File: config.mk
export PLATFORM = sky130hd
export DESIGN_NAME = instruction_fetch
export DESIGN_NICKNAME = d
export VERILOG_FILES = /design/src/rtl/fetch_pkg.sv /design/src/rtl/return_stack.sv /design/src/rtl/instruction_fetch.sv
export SDC_FILE = /design/constraint.sdc
export NUM_CORES = 1
export LEC_CHECK = 0
export ABC_CLOCK_PERIOD_IN_PS = 4400
export CORE_MARGIN = 10
export CORE_UTILIZATION = 25
export CTS_CLUSTER_DIAMETER = 150
export CTS_CLUSTER_SIZE = 30
export DETAILED_ROUTE_END_ITERATION = 16
export GPL_ROUTABILITY_DRIVEN = 0
export HOLD_SLACK_MARGIN = 0.08
export PLACE_DENSITY = 0.46
export REMOVE_ABC_BUFFERS = 1
export SLEW_MARGIN = 40
export SYNTH_ARGS = -nofsm -noshare
export SYNTH_HDL_FRONTEND = slang
export SYNTH_HIERARCHICAL = 1
export SYNTH_SLANG_ARGS = --single-unit
export TNS_END_PERCENT = 50
File: constraint.sdc
create_clock -name clock -period 4.4 [get_ports clock]
set_input_delay 0.88 -clock clock [delete_from_list [all_inputs] [get_ports clock]]
set_output_delay 0.88 -clock clock [all_outputs]
set_load 0.03 [all_outputs]
File: src/rtl/fetch_pkg.sv
// rtl/fetch_pkg.sv - shared widths, defaults and redirect-source encoding for the fetch unit
package fetch_pkg;
   localparam int ADDR_W            = 12;
   localparam int INSTR_W           = 19;
   localparam int RAS_DEPTH_DEFAULT = 4;

   typedef logic [ADDR_W-1:0]  addr_t;
   typedef logic [INSTR_W-1:0] instr_t;

   typedef enum logic [1:0] {
      SRC_NONE,
      SRC_REDIRECT,
      SRC_RET,
      SRC_CALL
   } redir_src_e;
endpackage

File: src/rtl/return_stack.sv
// rtl/return_stack.sv - circular return-address stack; a push when full overwrites the oldest entry
module return_stack
   import fetch_pkg::*;
#(
   parameter int DEPTH = RAS_DEPTH_DEFAULT
) (
   input  logic  clock,
   input  logic  reset_n,
   input  logic  push,
   input  logic  pop,
   input  addr_t push_data,
   output addr_t top,
   output logic  empty,
   output logic  full
);
   localparam int               PTR_W    = (DEPTH > 1) ? $clog2(DEPTH) : 1;
   localparam int               CNT_W    = $clog2(DEPTH + 1);
   localparam logic [PTR_W-1:0] LAST     = PTR_W'(DEPTH - 1);
   localparam logic [CNT_W-1:0] FULL_CNT = CNT_W'(DEPTH);

   addr_t            entries_q [DEPTH];
   addr_t            entries_d [DEPTH];
   logic [PTR_W-1:0] sp_q, sp_d, sp_inc, sp_dec;
   logic [CNT_W-1:0] count_q, count_d;

   // sp_q points at the slot the next push writes; the top lives one below it
   always_comb begin
      sp_inc = (sp_q == LAST) ? '0 : sp_q + 1'b1;
      sp_dec = (sp_q == '0) ? LAST : sp_q - 1'b1;
      empty  = (count_q == '0);
      full   = (count_q == FULL_CNT);
      top    = entries_q[sp_dec];
   end

   always_comb begin
      entries_d = entries_q;
      sp_d      = sp_q;
      count_d   = count_q;
      if (push) begin
         entries_d[sp_q] = push_data;
         sp_d            = sp_inc;
         if (!full) begin
            count_d = count_q + 1'b1;
         end
      end else if (pop && !empty) begin
         sp_d    = sp_dec;
         count_d = count_q - 1'b1;
      end
   end

   always_ff @(posedge clock or negedge reset_n) begin
      if (!reset_n) begin
         for (int i = 0; i < DEPTH; i++) begin
            entries_q[i] <= '0;
         end
         sp_q    <= '0;
         count_q <= '0;
      end else begin
         entries_q <= entries_d;
         sp_q      <= sp_d;
         count_q   <= count_d;
      end
   end
endmodule

File: src/rtl/instruction_fetch.sv
// rtl/instruction_fetch.sv - zero-bubble fetch stage with redirect/call/return steering and a return stack
module instruction_fetch
   import fetch_pkg::*;
#(
   parameter addr_t RESET_PC  = 12'd0,
   parameter int    RAS_DEPTH = RAS_DEPTH_DEFAULT
) (
   input  logic   clock,
   input  logic   reset_n,
   input  logic   stall,
   input  logic   redirect_valid,
   input  addr_t  redirect_target,
   input  logic   call_valid,
   input  addr_t  call_target,
   input  logic   ret_valid,
   output addr_t  imem_address,
   input  instr_t imem_instruction,
   output instr_t instruction,
   output addr_t  instruction_pc,
   output logic   instruction_valid,
   output logic   ras_underflow
);
   redir_src_e src;
   addr_t      target, ret_addr, ras_top;
   addr_t      pc_q, pc_d, ipc_q, ipc_d;
   logic       valid_q, valid_d, uf_q, uf_d;
   logic       push, pop, ras_empty, ras_full_unused;

   always_comb begin
      src = SRC_NONE;
      if (redirect_valid) begin
         src = SRC_REDIRECT;
      end else if (ret_valid) begin
         src = SRC_RET;
      end else if (call_valid) begin
         src = SRC_CALL;
      end
   end

   assign ret_addr = ipc_q + 1'b1;

   always_comb begin
      target = RESET_PC;
      push   = 1'b0;
      pop    = 1'b0;
      uf_d   = 1'b0;
      case (src)
         SRC_REDIRECT: target = redirect_target;
         SRC_RET: begin
            pop = 1'b1;
            if (ras_empty) begin
               uf_d = 1'b1;
            end else begin
               target = ras_top;
            end
         end
         SRC_CALL: begin
            push   = 1'b1;
            target = call_target;
         end
         default: ;
      endcase

      // A redirect acts even under stall; a plain stall re-reads the presented address
      pc_d         = pc_q;
      ipc_d        = ipc_q;
      valid_d      = valid_q;
      imem_address = pc_q;
      if (src != SRC_NONE) begin
         imem_address = target;
         ipc_d        = target;
         pc_d         = target + 1'b1;
         valid_d      = 1'b1;
      end else if (stall) begin
         imem_address = ipc_q;
      end else begin
         ipc_d   = pc_q;
         pc_d    = pc_q + 1'b1;
         valid_d = 1'b1;
      end
   end

   always_ff @(posedge clock or negedge reset_n) begin
      if (!reset_n) begin
         pc_q    <= RESET_PC;
         ipc_q   <= '0;
         valid_q <= 1'b0;
         uf_q    <= 1'b0;
      end else begin
         pc_q    <= pc_d;
         ipc_q   <= ipc_d;
         valid_q <= valid_d;
         uf_q    <= uf_d;
      end
   end

   return_stack #(.DEPTH(RAS_DEPTH)) u_ras (
      .clock     (clock),
      .reset_n   (reset_n),
      .push      (push),
      .pop       (pop),
      .push_data (ret_addr),
      .top       (ras_top),
      .empty     (ras_empty),
      .full      (ras_full_unused)
   );

   assign instruction       = imem_instruction;
   assign instruction_pc    = ipc_q;
   assign instruction_valid = valid_q & ~(redirect_valid | ret_valid | call_valid);
   assign ras_underflow     = uf_q;
endmodule

# Word-level counts from Yosys, hierarchy flattened
# Cells that the tools add are included.
# W data, S select, Z words.
[totals]
register_bits = 79
word_cells = 69
[classes]
eq_ne = 7
add_sub_neg = 7
n_bitwise = 6
n_lt_le_gt_ge = 3
muxes = 28
n_reduce_logical = 8
[ops]
columns = ["op", "count"]
rows = [
  ["$mux W12", 8],
  ["$bwmux W48", 1],
  ["$add A12 B1 Y12 const B", 3],
  ["$pmux W12 S3", 1],
  ["$bmux W12 S2", 1],
  ["$demux W12 S2", 1],
  ["$mux W2", 7],
  ["$mux W3", 3],
  ["$eq A2 B2 Y1 const B", 3],
  ["$ge A3 B3 Y1 const B", 2],
  ["$mux W1", 6],
  ["$not A2 Y3", 2],
  ["$reduce_bool A2 Y1", 2],
  ["$add A3 B1 Y3 const B", 1],
  ["$eq A3 B3 Y1 const B", 1],
  ["$logic_not A3 Y1", 1],
  ["$lt A3 B1 Y1 const B", 1],
  ["$sub A3 B1 Y3 const B", 1],
  ["$add A2 B1 Y2 const B", 1],
  ["$eq A2 B1 Y1 const B", 1],
  ["$logic_and A1 B1 Y1", 2],
  ["$logic_not A2 Y1", 1],
  ["$ne A2 B1 Y1 const B", 1],
  ["$ne A2 B2 Y1 const B", 1],
  ["6 further kinds", 7],
]

# Longest topological paths before layout
[logic_depth]
ltp_word = 10
depth_mapped = 13
mapped_depth_nobuf = 11

# By module
# Netlist, hierarchy kept.
[modules_own_cells]
columns = ["module", "cells_per_inst", "n_inst", "area_per_inst_um2", "seq_area_each_um2"]
rows = [
  ["return_stack", 182, 1, 2486.1, 1326.3],
  ["instruction_fetch", 237, 1, 2179.6, 650.6],
]

# Worst setup path after synthesis
# Ideal clock, no wire load.
[synth_timing]
path_type = "input -> output"
from = "input port redirect_valid"
to = "output port imem_address[10]"
stages = 6
setup_slack_ns = 0.974
t_arrival_ns = 2.546
cell_sequence = "buf_6 -> buf_6 -> buf_4 -> or3_1 -> clkbuf_1 -> o21ai_0"
[synth_between]
elab_chain_cells = 4
word_cells_on_any_way = 7
classes_between = "eq/ne (3); mux (3); reduce/logical (1)"
[synth_lines]
columns = ["element", "line_no", "source"]
rows = [
  ["start: declaration", "instruction_fetch.sv:11", "input logic redirect_valid,"],
  ["$mux W2 (*)", "instruction_fetch.sv:31", "if (redirect_valid) begin"],
  ["$eq A2 B2 Y1 / $eq A2 B1 Y1 (equally long branches)", "instruction_fetch.sv:47", "case (src)"],
  ["$pmux W12 S3", "instruction_fetch.sv:47", ""],
  ["$mux W12 (*)", "instruction_fetch.sv:69", "if (src != SRC_NONE) begin"],
  ["end: declaration", "instruction_fetch.sv:16", "output addr_t imem_address,"],
]
# Every way passes the cells marked *; elsewhere a longest branch is shown, timed or not.

# Worst setup path after layout
[layout_timing]
from = "input port ret_valid"
to = "output port imem_address[10]"
[layout_between]
elab_chain_cells = 5
word_cells_on_any_way = 8
classes_between = "eq/ne (3); mux (4); reduce/logical (1)"
[layout_lines]
columns = ["element", "line_no", "source"]
rows = [
  ["start: declaration", "instruction_fetch.sv:15", "input logic ret_valid,"],
  ["$mux W2 (*)", "instruction_fetch.sv:33", "end else if (ret_valid) begin"],
  ["$mux W2 (*)", "instruction_fetch.sv:31", ""],
  ["$eq A2 B2 Y1 / $eq A2 B1 Y1 (equally long branches)", "instruction_fetch.sv:47", ""],
  ["$pmux W12 S3", "instruction_fetch.sv:47", ""],
  ["$mux W12 (*)", "instruction_fetch.sv:69", ""],
]
# Marks and branches as above.

==> summary.md <==
| Metric | Value |
|---|---|
| Status | `finished, final reports clean` |
| CTS Buf Count | `9` |
| Design Power | `between 3 and 4 mW` |
| Pin count of the biggest net entering global routing | `80` |
| Vias/cell | `about 4.9` |
| Global-route wire length before repair | `roughly 21000 um` |
| Placement Cell Area | `approximately 5300 um^2` |
| Finished Layout Cells | `689` |
| WS Path Type | `input port to output port` |
| Design area | `between 5000 and 6000 um^2` |
| Top Ports | `between 90 and 100` |
| Worst Hold Depth | `1` |
| Cts hold-fix bufs | `0` |
| Fin. max-slew vios | `0` |
| Least-Margin Pin Slew | `0.788 ns` |
| Comb power frac | `a little over two fifths` |
| Antenna violations before repair | `0` |
| Ratio of cells with drive above 1 in the final layout | `approximately a quarter` |
| PnR worst setup slack | `approximately 0.32 ns` |
| Setup Skew | `0.00494 ns` |
| CP required | `about 3.5 ns` |
| Finished Core Util | `30.9%` |
| Slew margin rel. | `47.5%` |
| Via count of the first global-routing pass | `3525` |
| Synth warn | `6` |
| CP max FO | `9` |
| Clock Pin Slew Worst Setup and Hold Paths | `0.06 ns` |
| Internal power | `about 2.2 mW` |
| Core box area | `approximately 18000 um^2` |
| CTS tree | `built` |
| Period utilization | `92.6%` |
| Worst-skew pair later-pin latency | `around 0.32 ns` |
| Final wirelength | `13600 um` |
| Die height | `about 160 um` |
| Placed Instances | `~670` |
| Hold Crit Class | `flop to flop` |
| Via count | `around 3400` |
| NetSw | `between 1 and 1.5 mW` |
| Endpoint class of the critical path | `output port` |
| Post-route minimum period | `between 4 and 5 ns` |
| Net Sw Frac | `between 30% and 40%` |
| Site row count | `just under 50` |
| Place WS | `0.366 ns` |
| H-tree depth | `3` |
| Initial detailed-routing violation count | `between 150 and 200` |
| Part of the power in registers | `between 30% and 40%` |
| Maximum vdd drop | `0.194 mV` |
| LEAKAGE | `approximately 2.3 nW` |
| Die Wd | `~160 um` |
| Synth Instances | `between 400 and 500` |
| Syn avg cell area | `11.1 um^2` |
| Global-route usage over all layers | `approximately 11%` |
| # nets final | `around 510` |
| Worst EP arrival | `approximately 3.2 ns` |
| Final Hold Viols | `0` |
| Clock Tree Buf Depth | `2` |
| WL/cell | `between 15 and 20 um` |
| Area Growth Syn to Fin | `20.2%` |
| I/O Buffers | `55` |
| Initial core utilization | `25.7%` |
| R2R depth | `9` |
| DP HPWL | `around 10000 um` |
| Final Setup Violations | `0` |
| CTS Root Cell | `clkbuf_16` |
| Sink Count | `79` |
| Worst Hold Margin | `between 0.4 and 0.5 ns` |
| Fmax | `between 200 and 250 MHz` |
| N_diodes | `0` |
| Final ANT Viol Nets | `0` |
| DRC | `0` |
| Max-Cap Viols | `0` |
| Post-Syn Area | `between 4000 and 5000 um^2` |
| Post-CTS setup buffers | `0` |
| DR pass1 iterations | `5` |
| RSZ-0062 raised after global routing | `no` |
| Startpoint types | `input port` |
| Remaining global-route overflow | `0` |
| Die Area | `roughly 24000 um^2` |
| Clk pwr share | `between 20% and 30%` |
| Setup_tns | `0 ns` |
| Power per Cell Area | `637 nW/um^2` |
| Post_cts resized | `0` |
[placed cells by master (no fill, tap or decap), drive strengths merged, types with 10 or more instances in the layout]
cell type and n:
clkbuf 13, mux2 56, and2 12, dfrtp 79, mux2i 13, o21ai 20, nor2 12, nand2 42
nor2b 13, clkdlybuf4s50 46, xnor2 13, a31oi 10, buf 23
[path summary, 6_finish.rpt]
| kind | from | slack, ns | end |
|---|---|---|---|
| setup / recovery | ret_valid | 0.32 | imem_address[10] |
| hold reg to reg | valid_q$_DFFE_PN0P_ | 0.49 | valid_q$_DFFE_PN0P_ |
| setup reg to reg | u_ras/sp_q[1]$_DFFE_PN0P_ | 1.06 | pc_q[8]$_DFFE_PN0P_ |
| min in group asynchronous | reset_n | 0.57 | instruction_pc[10]$_DFF_PN0_ |
| hold / removal | valid_q$_DFFE_PN0P_ | 0.49 | valid_q$_DFFE_PN0P_ |
| max in group asynchronous | reset_n | 3.35 | u_ras/entries_q[7]$_DFFE_PN0P_ |
[routing by layer]
metal	vias up	global-route usage (%)	part of all wire [%]
met2	88	18.1	49
met3	8	3.13	5.6
met5	-	0	0
met1	1707	14.1	45
li1	1577	-	-
met4	0	3.10	0.96
[area by class of cell]
cell class | count | area [um^2]
Clock inverter | 3 | 42.5
Inverter | 5 | 18.8
Fill cell | 1823 | 12500
Tap cell | 229 | 287
Sequential cell | 79 | 1980
Timing Repair Buffer | 70 | 659
Clock buffer | 12 | 256
Multi-Input combinational cell | 291 | 2360
[registers in the layout, indices dropped and copies added, names as in the netlist]
register	cells
instruction_pc	12
ras_underflow	1
u_ras/sp_q	2
pc_q	12
valid_q	1
u_ras/entries_q	48
u_ras/count_q	3
[power by group through the flow]
stage | Clock [mW] | Combinational (mW) | Sequential [mW]
finish | 0.760 | 1.55 | 1.26
global route | 0.816 | 1.69 | 1.30
CTS | 0.787 | 1.57 | 1.26
detailed placement | 0 | 1.56 | 1.27
global placement | 0 | 1.54 | 1.26
floorplan | 0 | 0.951 | 1.28
[worst max-delay path: stages]
cell             delay [ns]
clkdlybuf4s50_1        0.68
buf_4                  0.23
nor2b_4                0.07
and3_1                 0.18
a221oi_1               0.32
o21ai_0                0.20
clkdlybuf4s50_1        0.63
(Power assumes the default switching activity.)
